===== src/rtl/avalon_blink_led_slave_if.sv =====
// Avalon-MM register bus between the Nios II data master and the blink LED slave.
interface avalon_blink_led_slave_if;
  logic        chipselect;
  logic [1:0]  address;
  logic        write;
  logic [31:0] writedata;
  logic        read;
  logic [31:0] readdata;

  modport master (
    output chipselect, address, write, writedata, read,
    input  readdata
  );

  modport slave (
    input  chipselect, address, write, writedata, read,
    output readdata
  );
endinterface


===== src/rtl/avalon_blink_led_slave.sv =====
// Avalon-MM slave blinking two LEDs from a programmable half-period counter,
// with switch readback through a 2-FF synchronizer and a wrapping toggle count.
module avalon_blink_led_slave #(
  parameter int unsigned DEFAULT_PERIOD = 25000000,
  parameter int unsigned SW_WIDTH       = 8
) (
  input  logic                clk,
  input  logic                reset,
  avalon_blink_led_slave_if.slave bus,
  input  logic [SW_WIDTH-1:0] sw,
  output logic [1:0]          led
);

  logic [1:0]          ctrl_q,     ctrl_d;
  logic [31:0]         period_q,   period_d;
  logic [31:0]         cnt_q,      cnt_d;
  logic                phase_q,    phase_d;
  logic [15:0]         toggles_q,  toggles_d;
  logic [SW_WIDTH-1:0] sw_meta_q,  sw_meta_d;
  logic [SW_WIDTH-1:0] sw_sync_q,  sw_sync_d;
  logic [31:0]         readdata_q, readdata_d;
  logic [1:0]          led_q,      led_d;

  logic        wr_en, rd_en, period_wr, toggles_clr, terminal, wrap;
  logic [31:0] rd_mux;

  always_comb begin
    wr_en       = bus.chipselect & bus.write;
    rd_en       = bus.chipselect & bus.read;
    period_wr   = wr_en && (bus.address == 2'd1);
    toggles_clr = wr_en && (bus.address == 2'd3);
    terminal    = ctrl_q[0] && (cnt_q == period_q - 32'd1);
    // A PERIOD write in the terminal cycle suppresses the toggle.
    wrap        = terminal && !period_wr;

    ctrl_d    = ctrl_q;
    period_d  = period_q;
    cnt_d     = cnt_q;
    phase_d   = phase_q;
    toggles_d = toggles_q;

    if (wr_en && bus.address == 2'd0) ctrl_d = bus.writedata[1:0];
    if (period_wr) period_d = (bus.writedata == 32'd0) ? 32'd1 : bus.writedata;

    if (period_wr || !ctrl_q[0] || wrap) cnt_d = 32'd0;
    else                                 cnt_d = cnt_q + 32'd1;

    if (wrap) phase_d = ~phase_q;

    if (toggles_clr) toggles_d = 16'd0;
    else if (wrap)   toggles_d = toggles_q + 16'd1;

    // Readback uses pre-write register values so read+write returns old data.
    rd_mux = 32'd0;
    case (bus.address)
      2'd0: rd_mux = {30'd0, ctrl_q};
      2'd1: rd_mux = period_q;
      2'd2: rd_mux = 32'(sw_sync_q);
      2'd3: rd_mux = {16'd0, toggles_q};
      default: rd_mux = 32'd0;
    endcase
    readdata_d = rd_en ? rd_mux : 32'd0;

    sw_meta_d = sw;
    sw_sync_d = sw_meta_q;
    led_d     = {(ctrl_q[1] ? ~phase_q : phase_q), phase_q};
  end

  always_ff @(posedge clk) begin
    if (!reset) begin
      ctrl_q     <= 2'd0;
      period_q   <= 32'(DEFAULT_PERIOD);
      cnt_q      <= 32'd0;
      phase_q    <= 1'b0;
      toggles_q  <= 16'd0;
      sw_meta_q  <= '0;
      sw_sync_q  <= '0;
      readdata_q <= 32'd0;
      led_q      <= 2'b00;
    end else begin
      ctrl_q     <= ctrl_d;
      period_q   <= period_d;
      cnt_q      <= cnt_d;
      phase_q    <= phase_d;
      toggles_q  <= toggles_d;
      sw_meta_q  <= sw_meta_d;
      sw_sync_q  <= sw_sync_d;
      readdata_q <= readdata_d;
      led_q      <= led_d;
    end
  end

  assign bus.readdata = readdata_q;
  assign led          = led_q;

endmodule


===== src/flat_wrapper.sv =====
// flat-port wrapper written by rule: the top's interface ports become plain ports
module avalon_blink_led_slave_flat 
#(
  parameter int unsigned DEFAULT_PERIOD = 25000000,
  parameter int unsigned SW_WIDTH       = 8
)
  (clk, reset, sw, led, bus_chipselect, bus_address, bus_write, bus_writedata, bus_read, bus_readdata);
  avalon_blink_led_slave_if bus_i ();
  input  logic clk;
  input  logic reset;
  input  logic [SW_WIDTH-1:0] sw;
  output logic [1:0] led;
  input wire logic [$bits(bus_i.chipselect)-1:0] bus_chipselect;
  input wire logic [$bits(bus_i.address)-1:0] bus_address;
  input wire logic [$bits(bus_i.write)-1:0] bus_write;
  input wire logic [$bits(bus_i.writedata)-1:0] bus_writedata;
  input wire logic [$bits(bus_i.read)-1:0] bus_read;
  output wire logic [$bits(bus_i.readdata)-1:0] bus_readdata;
  assign bus_i.chipselect = bus_chipselect;
  assign bus_i.address = bus_address;
  assign bus_i.write = bus_write;
  assign bus_i.writedata = bus_writedata;
  assign bus_i.read = bus_read;
  assign bus_readdata = bus_i.readdata;
  avalon_blink_led_slave #(.DEFAULT_PERIOD(DEFAULT_PERIOD), .SW_WIDTH(SW_WIDTH)) u_core (.clk(clk), .reset(reset), .bus(bus_i), .sw(sw), .led(led));
endmodule

===== config.mk =====
export PLATFORM = sky130hd
export DESIGN_NAME = avalon_blink_led_slave_flat
export DESIGN_NICKNAME = d
export VERILOG_FILES = /design/src/rtl/avalon_blink_led_slave_if.sv /design/src/rtl/avalon_blink_led_slave.sv /design/src/flat_wrapper.sv
export SDC_FILE = /design/constraint.sdc
export NUM_CORES = 1
export LEC_CHECK = 0
export ABC_AREA = 1
export CAP_MARGIN = 20
export CORE_MARGIN = 3
export CORE_UTILIZATION = 30
export CTS_BUF_LIST = sky130_fd_sc_hd__clkbuf_4 sky130_fd_sc_hd__clkbuf_8
export CTS_CLUSTER_SIZE = 10
export DETAILED_ROUTE_END_ITERATION = 6
export GPL_TIMING_DRIVEN = 1
export PLACE_DENSITY_LB_ADDON = 0.15
export REMOVE_ABC_BUFFERS = 1
export SETUP_SLACK_MARGIN = 0.4
export SYNTH_ARGS = -nofsm -noshare
export SYNTH_HDL_FRONTEND = slang
export SYNTH_SLANG_ARGS = --single-unit
export TNS_END_PERCENT = 20

===== constraint.sdc =====
create_clock -name clk -period 2.6 [get_ports clk]
set_input_delay 0.52 -clock clk [delete_from_list [all_inputs] [get_ports clk]]
set_output_delay 0.52 -clock clk [all_outputs]
set_load 0.03 [all_outputs]

== After elaboration in Yosys (flattened, before gate mapping) ==
Cells that the tools add are included.
Storage, ports and cells
  register bits: 133
  output and inout port bits: 34
  word-level logic and storage cells: 37
  bits of input ports: 47
Operators by class
  bitwise gates (word level): 4
  equal/unequal tests: 4
  $add $sub $neg: 3
  reductions and logical operators: 14
  muxes and demuxes: 3
Operator list (count)
  one-hot mux 32 bit (4 select lines): 1
  adder 32 x 1 -> 32 bit (second input constant): 1
  equality test 32 bit: 1
  zero test 32 bit: 1
  2-to-1 mux 32 bit: 1
  subtractor 32 x 1 -> 32 bit (second input constant): 1
  adder 16 x 1 -> 16 bit (second input constant): 1
  logical AND 1 bit: 5
  equality test 2 bit (second input constant): 2
  OR reduction 2 bit: 2
  bitwise AND 1 bit: 2
  equality test 2 x 1 -> 1 bit (second input constant): 1
  zero test 1 bit: 2
  zero test 2 bit: 1
  logical OR 1 bit: 2
  inverter 1 bit: 2
  AND reduction 2 bit: 1
  2-to-1 mux 1 bit: 1

== Depth between registers and ports, before layout ==
  word-level depth: 6
  gate-level depth with buffers: 20

== Worst setup path before layout ==
OpenSTA, ideal clock, no wires.
  path type: flip-flop to flip-flop
  from: register u_core.period_q[0]
  to: register u_core.cnt_q[12]
  data required time: 2.470 ns
  buffers on the path: 2
  arrival time: 2.085 ns
  setup time: 0.130 ns
  period minus slack after synthesis: 2.215 ns
  stages on the path, launching flop included: 18
  setup slack: 0.385 ns
  path through: dfxtp_1 inv_2 ha_1 nand3_2 nor2_2 buf_4 nand2_2 o21ai_2 nand2_1 nand2_1 nand2_1 nor2_2 nand3_2 nor2_8 nand2_4 nand3_2 buf_4 nor3_1
Between the ends
  cells in the longest elaborated chain, start to end: 6
Ends and longest elaborated chain
  start, declared: RTL line avalon_blink_led_slave.sv:15  | logic [31:0] period_q, period_d;
  start signal, assigned: RTL line avalon_blink_led_slave.sv:72  | period_q <= 32'(DEFAULT_PERIOD);
  start signal, assigned: RTL line avalon_blink_led_slave.sv:82  | period_q <= period_d;
  subtractor 32 x 1 -> 32 bit: RTL line avalon_blink_led_slave.sv:32  | terminal = ctrl_q[0] && (cnt_q == period_q - 32'd1);
  equality test 32 bit: RTL line avalon_blink_led_slave.sv:32
  logical AND 1 bit: RTL line avalon_blink_led_slave.sv:32
  logical AND 1 bit: RTL line avalon_blink_led_slave.sv:34  | wrap = terminal && !period_wr;
  logical OR 1 bit: RTL line avalon_blink_led_slave.sv:45  | if (period_wr || !ctrl_q[0] || wrap) cnt_d = 32'd0;
  OR reduction 2 bit (no line)
  end signal, assigned: RTL line avalon_blink_led_slave.sv:83  | cnt_q <= cnt_d;
  end, declared: RTL line avalon_blink_led_slave.sv:16  | logic [31:0] cnt_q, cnt_d;
Every way passes these cells.
A chain may end at the register's enable or synchronous reset.

== Worst setup path after layout ==
  from: register u_core.period_q[7]
  to: register u_core.cnt_q[18]
Same word-level chain as after synthesis.

==> metrics.yaml <==
yosys.area.top_type: "dfxtp_1"
fp.dieArea_um2: 25500
finalHoldViolCount: 0
worstSetupPathType: "flop to flop"
status: "finished clean"
hp-class: "flop to flop"
clkSlewWorstSetupHoldPaths_ps: 80
area_growth_pct: 33.1
core_area_um2: 22900
avgSynthCellArea_um2: 6.65
fin_cells: 1524
drc_errors: 0
io_pins: 81
tns_ps: 0
cap_violations: 0
numPortBuffers: 80
n_fill_cell: 2450
worstMarginPinSlew_ps: 457
rows: 55
syn_inst: 1063
numClockSinks: 133
rsz0062_at_grt: "yes"
drive_above_1_share: 0.166
htreeDepth: 4
leakage_nw: 3.79
arrival_ps: 2790
grt.overflow.total: 0
worstSetupStartpointType: "flop"
cts_tree: "done"
hpwl_um: 18000
period_share: 0.928
fin_crit_ps: 2410
vias: 7134
synth_top_area_share: 0.377
cts_buffers: 17
diodes: 0
yosysWarnings: 0
ant_nets: 0
die_y_um: 160
routed_wl_um: 23300
ys_seq_area_frac: 0.377
synth_seq_cells: 133
ir_worst_vdd_mv: 0.254
cts_buffer_depth: 2
cp_max_fo: 8
start_util: 0.309
place.gp.congestion: 0.943
ys_types: 39
clock_latency_ps: 450
syn_area_um2: 7070
utilization: 0.411
die_x_um: 160
pre_cts_ws_ps: -172
synthTopCellsByArea: "dfxtp_1 (38%), nand2_1 (15%), nor2_1 (8.2%)"
fin_area_um2: 9410
grt_use_total: 0.184
clock_skew_ps: 10.5
setup_viol: 0
grt_start_max_net_pins: 33
slew_headroom: 0.693
fmax_mhz: 415
routed_wire_length_per_instance_um: 15.3
placed_area_um2: 8540
clockRootBuffer: "clkbuf_8"
finalWorstSetupSlack_ps: 188
drtIter0Drc: 371
end_kind: "flop"
nNetsFinal: 1248
critical_path_required_ps: 2970
first_pass_iters: 6
antenna_found_initial: 0
dp_cells: 1479
first_global_vias: 6814
via_per_inst: 4.68
powerDensity_nw_per_um2: 471
grt_pass1_wl_um: 37100
slew_viol_final: 0
## repair_timing
item / CTS / global route
hold buffers: 0 / 0
gates resized for setup: 49 / 39
pin swaps: 12 / 8
setup endpoints to repair: 49 / 49
gates cloned: 3 / 0
setup buffers: 6 / 4
## worst max-delay path: stages, from the launching register on
cell and delay (ps):
dfxtp_2 360, buf_4 160, nor2_4 140, nand2_2 100, nor2_4 170, nand2_2 110
nor2_1 160, xnor3_1 310, nand3_2 160, nor2_8 50, nand2_4 80, nand3_4 110
buf_6 160, buf_12 130, nor3_1 130
## Yosys cell counts
cell type / n
a211oi_1: 11
and3_1: 1
or2_2: 4
dfxtp_1: 133
clkbuf_1: 18
a21oi_1: 35
nand2_4: 1
inv_1: 141
o211ai_1: 8
xnor2_1: 15
nand2_1: 279
o21ai_1: 4
o21ai_0: 15
o21bai_1: 1
xor2_1: 18
a21boi_0: 1
nand4_1: 31
inv_2: 6
and2_1: 1
o21ai_2: 1
nor2_2: 16
nand3b_1: 10
nand3_1: 64
nor4_2: 1
a41oi_1: 1
ha_1: 3
nor2_4: 5
clkinv_1: 2
nand2_2: 7
nor3_1: 40
buf_6: 2
xnor3_1: 1
nor2_1: 154
nor4_1: 12
buf_4: 6
or2_0: 1
nand3_2: 5
o221ai_1: 6
nor2_8: 3
## final timing paths
check | slack, ps | cells past startpoint | start | endpoint
max | 190 | 14 | u_core.period_q[7]$_SDFFE_PN0P_ | u_core.cnt_q[18]$_SDFF_PP0_
min | 420 | 2 | u_core.sw_meta_q[0]$_SDFF_PN0_ | u_core.sw_sync_q[0]$_SDFF_PN0_
max reg2reg | 190 | 14 | u_core.period_q[7]$_SDFFE_PN0P_ | u_core.cnt_q[18]$_SDFF_PP0_
min reg2reg | 420 | 2 | u_core.sw_meta_q[0]$_SDFF_PN0_ | u_core.sw_sync_q[0]$_SDFF_PN0_
## registers in the layout, indices dropped and copies added (netlist names), 2 cells and up
register,flops
u_core.led,2
u_core.period_q,32
u_core.sw_meta_q,8
u_core.bus.readdata,32
u_core.sw_sync_q,8
u_core.toggles_q,16
u_core.cnt_q,32
u_core.ctrl_q,2
## cell usage in the layout (no fill, tap or decap), types with 4 or more instances in the layout
cell / netlist / layout
nand3_2: 5 / 7
clkbuf_8: 0 / 18
o21ai_0: 15 / 14
dfxtp_1: 133 / 123
xor2_1: 18 / 16
nor2_4: 5 / 14
buf_6: 2 / 8
nand2_1: 279 / 266
or2_2: 4 / 4
xnor2_1: 15 / 15
buf_4: 6 / 48
o211ai_1: 8 / 8
inv_2: 6 / 7
nor2_1: 154 / 134
nor2_2: 16 / 27
inv_1: 141 / 140
clkdlybuf4s50_1: 0 / 80
nand3_4: 0 / 4
o221ai_1: 6 / 6
a21oi_1: 35 / 34
inv_6: 0 / 8
nor3_1: 40 / 38
nand2_2: 7 / 17
nand3_1: 64 / 58
a211oi_1: 11 / 11
dfxtp_2: 0 / 10
nor4_1: 12 / 12
nand4_1: 31 / 31
nand2_4: 1 / 4
nand3b_1: 10 / 10
## layout make-up
class	instances	area, um2	share of cell area
timing repair buffer	142	1390	0.148
inverter	149	559	0.0594
sequential	133	2680	0.284
clock buffer	18	248	0.0263
tap	313	392	0.0416
clock inverter	14	161	0.0172
multi-input combinational	755	3980	0.423
## stage by stage
step	power, mW	hold WS, ps
floorplan	2.34	390
global placement	2.58	397
detailed placement	2.57	400
CTS	4.47	422
global route	4.61	446
finish	4.43	420
## where the power goes
| group | switching [mW] | internal (mW) | leakage, nW |
|---|---|---|---|
| logic | 0.265 | 0.203 | 2.51 |
| registers | 0.0347 | 2.07 | 1.08 |
| clock network | 0.952 | 0.907 | 0.204 |
## routing by layer
layer / routed length, um / global-route usage / part of all wire / vias to the layer above
met3: 1220 / 0.0372 / 0.052 / 32
li1: - / - / - / 3662
met2: 10500 / 0.293 / 0.45 / 195
met1: 11000 / 0.250 / 0.47 / 3245
met5: 0 / 0 / 0 / -
met4: 499 / 0.0565 / 0.021 / 0
## cell families after synthesis
family | after synthesis | share of synthesized area
simple gates | 635 | 0.406
compound gates | 83 | 0.0704
buf+inv | 175 | 0.0982
fa+ha+maj | 3 | 0.00531
xor+xnor | 34 | 0.0441
flops | 133 | 0.377
(Power assumes the default switching activity.)
==> patch, RTL diff (same flow settings) <==
`SW_WIDTH` is set to 8 in 2 places; all go to 6.
--- a/src/rtl/avalon_blink_led_slave.sv
+++ b/src/rtl/avalon_blink_led_slave.sv
@@ -2,7 +2,7 @@
 // with switch readback through a 2-FF synchronizer and a wrapping toggle count.
 module avalon_blink_led_slave #(
   parameter int unsigned DEFAULT_PERIOD = 25000000,
-  parameter int unsigned SW_WIDTH       = 8
+  parameter int unsigned SW_WIDTH       = 6
 ) (
   input  logic                clk,
   input  logic                reset,
--- a/src/flat_wrapper.sv
+++ b/src/flat_wrapper.sv
@@ -2,7 +2,7 @@
 module avalon_blink_led_slave_flat 
 #(
   parameter int unsigned DEFAULT_PERIOD = 25000000,
-  parameter int unsigned SW_WIDTH       = 8
+  parameter int unsigned SW_WIDTH       = 6
 )
   (clk, reset, sw, led, bus_chipselect, bus_address, bus_write, bus_writedata, bus_read, bus_readdata);
   avalon_blink_led_slave_if bus_i ();
Ports: changed (resized sw); port bits go from 81 to 79. No check against the original RTL was run, so the function may have changed too.
==> patch against the unedited design <==
Synthesized cell count fell by 1.0%. Synthesized area fell by 2.1%. Sequential cell count fell by 4. Total power fell by 0.31%. Wire length fell by 3.2%. Clock skew rose by 0.00070 ns. Setup slack improved by 0.033 ns. Design area fell by 3.3%. Largest power group unchanged.
==> patch: results (changes against the unedited design) <==
gp_congestion: 0.893  # -5.3%
r2r-end: "u_core.cnt_q[11]"
clock_latency_ns: 0.45  # about the same
crit_slowest_cell: "dfxtp_1"
reg2reg_depth: 16  # +2
grt_pass1_vias: 6632  # -2.7%
m1WireLength_um: 10800  # -2.6%
cp-startpoint: "u_core.period_q[3]"
use_met1_pct: 24.8  # -0.22 points
power.share.clock_pct: 44.0  # +2.1 points
dpl-instance-area_um2: 8280  # -3.0%
drive_gt1_share_pct: 14.8  # -1.8 points
wirelength_um: 22600  # -3.2%
finClkSkew_ns: 0.0112  # +0.000696 ns
via_count: 6949  # -2.6%
hp-start: "u_core.sw_meta_q[1]"
outcome: "complete, no violations"
grt_max_degree: 34  # +3.0%
gr-usage-met2_pct: 30.8  # +1.5 points
use_met3_pct: 3.03  # -0.69 points
grt_pass1_wl_um: 35800  # -3.5%
drt_iter0_markers: 383  # +3.2%
hpwl_um: 17600  # -2.2%
power_frac_seq_pct: 46.2  # -1.3 points
n_fill_cell: 2376  # -3.0%
synth.area.top_cells: "dfxtp_1 (37%), nand2_1 (16%), nor2_1 (8.1%)"
synthTopCellsByCount: "nand2_1 (297), nor2_1 (149), inv_1 (133)"
power.leakage_nw: 3.64  # -3.9%
io_buffers: 78  # -2.5%
rrSetupSlack_ns: 0.22  # +0.03 ns
worst_pin_slew_ns: 0.543  # +0.0862 ns
powerDensity_nw_per_um2: 485  # +3.1%
timing.final.crit_period_ns: 2.38  # -0.0334 ns
grt_usage_pct: 18.4  # +0.047 points
arrival_ns: 2.71  # -0.08 ns
placedCellCount: 1424  # -3.7%
met2_length_um: 10500  # -0.71%
## patch: layout make-up
class | count | area [um2] | share of cell area, %
clock inverters | 14 | 204 | 2.24
clock buffers | 17 | 234 | 2.57
well taps | 280 | 350 | 3.85
flip-flops and latches | 129 | 2590 | 28.5
inverters | 138 | 518 | 5.69
multi-input cells | 760 | 3910 | 42.9
repair buffers | 128 | 1290 | 14.2
## patch: what timing repair did
| item | 4_1_cts | 5_1_grt |
|---|---|---|
| endpoints found under the setup margin | 49 | 49 |
| pin swaps | 17 | 10 |
| gates resized for setup | 44 | 30 |
| buffers inserted | 9 | 1 |
| cloned | 1 | 0 |
## patch: kinds of logic (layout without fill, tap and decap cells)
logic type | count (synthesis) | after routing | synth area share, %
compound gates | 90 | 90 | 7.50
xor+xnor | 35 | 35 | 4.43
fa+ha+maj | 3 | 3 | 0.542
buf+inv | 163 | 297 | 9.37
flops | 129 | 129 | 37.3
simple gates | 632 | 632 | 40.9
